===== src/rtl/pipe_adder.sv =====
// Pipelined add/subtract unit with valid/ready handshake, carry/borrow, overflow and result counter.
// Optional build macro PIPE_ADDER_SAT_EN enables unsigned saturation of C.
module pipe_adder #(
  parameter int unsigned Width    = 8,
  parameter int unsigned Stages   = 2,
  parameter int unsigned CntWidth = 16
) (
  input  logic                clk,
  input  logic                rst,
  input  logic                in_valid,
  output logic                in_ready,
  input  logic                sub,
  input  logic [Width-1:0]    A,
  input  logic [Width-1:0]    B,
  output logic                out_valid,
  input  logic                out_ready,
  output logic [Width-1:0]    C,
  output logic                co,
  output logic                ovf,
  output logic [CntWidth-1:0] done_cnt
);

  logic [Width:0]                  w_sum;
  logic [Width-1:0]                w_c;
  logic                            w_co;
  logic                            w_ovf;
  logic [Stages-1:0]               w_ready;

  logic [Stages-1:0]               r_vld;
  logic [Stages-1:0][Width-1:0]    r_c;
  logic [Stages-1:0]               r_co;
  logic [Stages-1:0]               r_ovf;
  logic [CntWidth-1:0]             r_cnt;

  // Extra MSB of the difference is the borrow, i.e. set iff A < B unsigned.
  always_comb begin
    if (sub) begin
      w_sum = {1'b0, A} - {1'b0, B};
      w_ovf = (A[Width-1] != B[Width-1]) && (w_sum[Width-1] != A[Width-1]);
    end else begin
      w_sum = {1'b0, A} + {1'b0, B};
      w_ovf = (A[Width-1] == B[Width-1]) && (w_sum[Width-1] != A[Width-1]);
    end
    w_co = w_sum[Width];
`ifdef PIPE_ADDER_SAT_EN
    if (w_co) begin
      w_c = sub ? '0 : '1;
    end else begin
      w_c = w_sum[Width-1:0];
    end
`else
    w_c = w_sum[Width-1:0];
`endif
  end

  // A stage is ready if it or any stage downstream holds a bubble, or the consumer takes data.
  always_comb begin
    w_ready = '0;
    for (int i = 0; i < Stages; i++) begin
      w_ready[i] = out_ready;
      for (int j = i; j < Stages; j++) begin
        if (!r_vld[j]) begin
          w_ready[i] = 1'b1;
        end
      end
    end
  end

  always_ff @(posedge clk or negedge rst) begin
    if (!rst) begin
      r_vld <= '0;
      r_c   <= '0;
      r_co  <= '0;
      r_ovf <= '0;
    end else begin
      if (w_ready[0]) begin
        r_vld[0] <= in_valid;
        if (in_valid) begin
          r_c[0]   <= w_c;
          r_co[0]  <= w_co;
          r_ovf[0] <= w_ovf;
        end
      end
      for (int i = 1; i < Stages; i++) begin
        if (w_ready[i]) begin
          r_vld[i] <= r_vld[i-1];
          if (r_vld[i-1]) begin
            r_c[i]   <= r_c[i-1];
            r_co[i]  <= r_co[i-1];
            r_ovf[i] <= r_ovf[i-1];
          end
        end
      end
    end
  end

  always_ff @(posedge clk or negedge rst) begin
    if (!rst) begin
      r_cnt <= '0;
    end else if (out_valid && out_ready) begin
      r_cnt <= r_cnt + {{(CntWidth-1){1'b0}}, 1'b1};
    end
  end

  assign in_ready  = rst & w_ready[0];
  assign out_valid = r_vld[Stages-1];
  assign C         = r_c[Stages-1];
  assign co        = r_co[Stages-1];
  assign ovf       = r_ovf[Stages-1];
  assign done_cnt  = r_cnt;

endmodule


===== config.mk =====
export PLATFORM = sky130hd
export DESIGN_NAME = pipe_adder
export DESIGN_NICKNAME = d
export VERILOG_FILES = /design/src/rtl/pipe_adder.sv
export SDC_FILE = /design/constraint.sdc
export NUM_CORES = 1
export LEC_CHECK = 0
export ABC_CLOCK_PERIOD_IN_PS = 1300
export CORE_ASPECT_RATIO = 0.7
export CORE_MARGIN = 2
export CORE_UTILIZATION = 46
export CTS_CLUSTER_SIZE = 28
export DETAILED_ROUTE_END_ITERATION = 12
export GPL_TIMING_DRIVEN = 1
export PLACE_DENSITY = 0.76
export REMOVE_ABC_BUFFERS = 1
export SLEW_MARGIN = 20
export SYNTH_ARGS = -nofsm -noshare
export SYNTH_HDL_FRONTEND = slang
export SYNTH_SLANG_ARGS = --single-unit

===== constraint.sdc =====
create_clock -name clk -period 1.3 [get_ports clk]
set_input_delay 0.26 -clock clk [delete_from_list [all_inputs] [get_ports clk]]
set_output_delay 0.26 -clock clk [all_outputs]
set_load 0.03 [all_outputs]

==> flow_summary.ini, run 1 <==
[layout]
drive_above_1_share_pct = 52.94
final_area_mm2 = 0.003660
final_cell_mix = buf_4 (77), dfrtp_1 (38), nand2_1 (18), buf_6 (16)
mostFrequentLayoutCell = buf_4
diodes = 0
final_cells = 409
fin_util_pct = 75.70
nets = 379
synthToLayoutAreaGrowth_pct = 56.92

[worst_setup_path]
worstPathRequired_ps = 1470
crit_fanout = 3
slowest_delay_ps = 270
path_delay_family = compound AO/OA/AOI/OAI gates
path_cells = buf_6 > buf_6 > ha_4 > or2_0 > o211a_1 > buf_6 > o22ai_2 > buf_6 > xor2_1 > o211ai_1
crit_type = primary input to flip-flop
cp_slowest_cell = o211a_1
worstPathArrival_ps = 1770
end_kind = flip-flop
path_common_cell = buf_6
cp_num_buf_inv = 4
start_kind = primary input

[clock_network]
path_clk_slew_ps = 70
clk_path_buf_depth = 2
clk_latency_ps = 280
htreeDepth = 2
cts-root-buf = clkbuf_8
cts_tree = done
cts_hold_buf = 0
cts_buffers = 5
cts_sinks = 38

[floorplanning]
die_h_um = 63.58
row_count = 21
core_mm2 = 0.004835
die_w_um = 89.11
ios = 49
dieArea_mm2 = 0.005665
initial_core_util_pct = 48.24

[sta]
setup_ws_ps = -300.9
finClkSkew_ps = 2.752
whs_ps = 61.17
finalSetupViolations = 16
min_period_ps = 1601
fin_crit_sh_pct = 123.1
fmax_ghz = 0.6247
max-slew-margin-rel_pct = 69.40
final-hold-violation-count = 0
drv_slew = 0
worst_pin_slew_ps = 458.9
rsz0062_at_grt = yes

[job]
drv_cap = 0

[detailed_routing]
vias_per_cell = 5.078
vias = 2077
routedWlPerCell_um = 14.99
drt_iter0_drc = 94
firstDrtPassIters = 4
wl_mm = 6.130
drc = 0
ant_nets = 0

[global_route]
grt_pass1_wl_mm = 9.556
grt_max_degree = 39
grt_pass1_vias = 2020
antenna_found_initial = 0
grt_usage_pct = 21.54
grt_overflow_total = 0

[outcome]
status = finished with violations
violations = negative setup slack

[min_path]
hold_path.class = primary input to asynchronous set/reset pin

[pwr]
power_density_mw_per_mm2 = 1262
peakVddDrop_mv = 0.8566
total_power_mw = 4.620
p_leak_nw = 1.728

[placed_design]
place_area_mm2 = 0.003120
placed_cells = 388
port_buffers = 48
gp_congestion = 0.8396
dp_hpwl_mm = 4.001

[synth]
synth_top_area_share_pct = 40.77
postSynthAreaPerCell_um2 = 10.01
synth-seq-cells = 38
synth_top_cell_by_area = dfrtp_1
synth_cells = 233
synth_cell_types = 54
ys_seq_area_share_pct = 40.77
yosysWarningCount = 0
synth_area_leaders = dfrtp_1 (41%), ha_1 (9.1%), mux2_2 (5.3%)
async_reset_ff_share_pct = 100.0
ys.flop_type = dfrtp_1
synth_edf_count = 0
synth_area_mm2 = 0.002332
stage by stage:
| step | setup TNS [ps] | setup WS (ps) |
|---|---|---|
| after global routing | -3675 | -363.6 |
| after floorplan | -5036 | -461.7 |
| after global placement | -16260 | -1046 |
| after detailed placement | -16970 | -1083 |
| after CTS | -1641 | -316.2 |
| final | -2082 | -300.9 |
power breakdown:
part / leakage, nW / switching [mW] / internal (mW)
Sequential: 0.474 / 0.187 / 1.45
Clock: 0.0482 / 0.401 / 0.428
Combinational: 1.21 / 1.11 / 1.05
area by class of cell:
| class | count | area, um^2 |
|---|---|---|
| clock buffer | 7 | 86.33 |
| clock inverter | 1 | 5.005 |
| fill | 344 | 1175 |
| inverter | 18 | 72.57 |
| multi-input combinational | 162 | 1505 |
| sequential | 38 | 950.9 |
| tap | 69 | 86.33 |
| timing repair buffer | 114 | 953.4 |
sequential cells by signal (all words and copies together) (netlist names):
signal and flops:
done_cnt 16, C 8, r_c 8, r_co 2, r_ovf 2, r_vld 2
layer usage:
layer	global-route usage (%)	wire (um)	vias to the layer above	part of all wire [%]
li1	-	-	1018	-
met1	32.42	2904	997	47
met2	31.67	2878	51	47
met3	4.718	271	11	4.4
met4	4.664	75	0	1.2
met5	0	0	-	0
synth_stat cells, types with 2 or more instances:
library cell	instances
or3_1	2
and3_1	2
inv_1	18
xor2_1	6
nor2_1	12
nand3_1	7
nor3_1	3
ha_1	17
nand2b_1	5
a21oi_1	8
o21ai_0	7
and2_1	2
dfrtp_1	38
a31oi_1	3
clkbuf_1	3
nor2b_1	2
mux2_2	11
nand3b_1	4
xnor2_1	12
fa_1	2
nand2_1	20
buf_4	9
a21o_1	3
nand4_1	6
or4_1	2
cell families after synthesis:
group	after synthesis	synth area share, %
compound gates	39	11.80
xor+xnor	18	6.760
fa+ha+maj	19	10.84
buf+inv	33	7.564
flops	38	40.77
mux	12	5.740
simple gates	74	16.52
repair_timing:
item	4_1_cts	5_1_grt
gates resized for setup	116	41
buffers inserted	8	5
pin swaps	37	37
gates cloned	0	0
setup endpoints to repair	32	32
final timing paths:
check,startpoint,endpoint,slack (ps),cells past startpoint
setup / recovery,B[1],r_ovf[0],-300,10
hold / removal,rst,r_c[1],60,2
setup reg to reg,done_cnt[0],done_cnt[14],-170,6
hold reg to reg,r_c[0],r_c[0],480,2
max in group asynchronous,rst,done_cnt[14],920,2
min in group clk,B[0],r_c[0],290,3
Power figures use the tool's default switching activity.
==> inputs of run 2 (changes only) <==
--- a/config.mk
+++ b/config.mk
@@ -8,11 +8,12 @@
 export ABC_CLOCK_PERIOD_IN_PS = 1300
 export CORE_ASPECT_RATIO = 0.7
 export CORE_MARGIN = 2
-export CORE_UTILIZATION = 46
+export CORE_UTILIZATION = 48
+export CTS_BUF_LIST = sky130_fd_sc_hd__clkbuf_2 sky130_fd_sc_hd__clkbuf_4 sky130_fd_sc_hd__clkbuf_8
 export CTS_CLUSTER_SIZE = 28
 export DETAILED_ROUTE_END_ITERATION = 12
 export GPL_TIMING_DRIVEN = 1
-export PLACE_DENSITY = 0.76
+export PLACE_DENSITY = 0.79
 export REMOVE_ABC_BUFFERS = 1
 export SLEW_MARGIN = 20
 export SYNTH_ARGS = -nofsm -noshare
==> flow_summary.ini, run 2 (synthesis gave the netlist of run 1 again) <==
[outcome]
status = finished with violations
violations = negative setup slack

[clock_network]
htreeDepth = 2
cts_buffers = 5
clk_latency_ps = 290
cts-root-buf = clkbuf_8
cts_sinks = 38
cts_hold_buf = 0
path_clk_slew_ps = 80
cts_tree = done
clk_path_buf_depth = 2

[worst_setup_path]
worstPathArrival_ps = 1870
crit_type = primary input to flip-flop
r2r_end = done_cnt[14]
crit_fanout = 4
r2r-start = done_cnt[0]
r2r_slack_ps = -210
worstPathRequired_ps = 1510
end_kind = flip-flop
start_kind = primary input
reg2regPathDepth = 6

[layout]
synthToLayoutAreaGrowth_pct = 62.23
final_area_mm2 = 0.003784
largest_reg_flops = 16
final_cell_mix = buf_4 (82), dfrtp_1 (38), buf_6 (18), nand2_1 (16), inv_1 (13)
drive_above_1_share_pct = 56.52
final_cells = 402
nets = 384
n_fill_cell = 263
diodes = 0
mostFrequentLayoutCell = buf_4

[placed_design]
gp_congestion = 0.8449
port_buffers = 48
placed_cells = 375
dp_hpwl_mm = 4.199
place_area_mm2 = 0.003093

[floorplanning]
die_h_um = 62.32
die_w_um = 87.32
initial_core_util_pct = 49.31
row_count = 21
dieArea_mm2 = 0.005441
core_mm2 = 0.004730
ios = 49

[sta]
min_period_ps = 1664
fmax_ghz = 0.6011
fin_crit_sh_pct = 128.0
rsz0062_at_grt = yes
setup_tns_ps = -2935
drv_slew = 0
worst_pin_slew_ps = 471.6
finalSetupViolations = 21
max-slew-margin-rel_pct = 68.56
final-hold-violation-count = 0
finClkSkew_ps = 5.871
setup_ws_ps = -363.5

[detailed_routing]
drt_iter0_drc = 116
firstDrtPassIters = 4
routedWlPerCell_um = 16.77
ant_nets = 0
wl_mm = 6.743
vias = 2196
drc = 0
vias_per_cell = 5.463

[min_path]
hold_path.class = primary input to asynchronous set/reset pin

[global_route]
grt_max_degree = 39
grt_overflow_total = 0
grt_pass1_wl_mm = 10.76
grt_usage_pct = 25.08
grt_pass1_vias = 2345
antenna_found_initial = 0

[pwr]
total_power_mw = 4.873
power_density_mw_per_mm2 = 1288
p_leak_nw = 1.795
peakVddDrop_mv = 0.8102

[job]
drv_cap = 0
-- run 2: changes by cell type in the layout (fill, tap and decap cells not counted), moves of 2 or more --
cell,change
buf_4,+5
inv_1,+3
inv_2,-3
buf_6,+2
clkbuf_8,+2
clkdlybuf4s15_2,-2
ha_2,+2
nand2_1,-2
nor2_4,+2
-- run 2: cell type report --
class	instances	area (um^2)	share of cell area [%]
tap	57	71.32	1.885
sequential	38	950.9	25.13
multi-input combinational	162	1588	41.96
inverter	18	72.57	1.918
timing repair buffer	119	991.0	26.19
clock buffer	8	110.1	2.910
-- run 2: worst max-delay path by stage --
stage                     cells past startpoint  endpoint  slack [ps]  start
after floorplan                               7    r_c[7]        -460   B[2]
after global placement                        7    r_c[5]       -1090   A[1]
after detailed placement                      9    r_c[6]       -1110   A[0]
after CTS                                     9    r_c[6]        -350   A[0]
after global routing                          8    r_c[5]        -400   B[1]
final                                         7    r_c[5]        -360   A[1]
-- run 2: per-stage QoR --
| step | hold slack [ps] | worst slack (ps) | utilization [%] |
|---|---|---|---|
| 2_1_floorplan | -35.59 | -461.7 | - |
| 6_report | 44.21 | -363.5 | 80.00 |
| 3_5_place_dp | 364.0 | -1107 | 65.40 |
| 5_1_grt | 74.09 | -401.4 | 80.00 |
| 3_3_place_gp | 372.9 | -1088 | 65.40 |
| 4_1_cts | 63.53 | -352.3 | 76.56 |
-- run 2: timing repair --
action,in CTS,in global routing
gates resized for setup,129,37
setup endpoints to repair,31,33
setup buffers,17,4
pin swaps,43,36
-- run 2: worst max-delay path, stage by stage --
cell and delay, ps:
buf_4 150, ha_4 260, and2b_1 180, o211a_1 250
o31a_1 250, or3_1 330, a31oi_1 190
-- run 2: routing by layer --
layer  vias to the layer above  GRT usage, %  part of all wire [%]
met3                        24         5.452                   5.8
met2                        85         40.06                    49
met5                         -             0                     0
met4                         0         9.808                   3.5
li1                       1025             -                     -
met1                      1062         33.11                    42
-- run 2: power breakdown --
part           switching (mW)  internal [mW]
Combinational            1.17           1.11
Clock                   0.418          0.536
Sequential              0.190           1.45
Total                    1.78           3.09
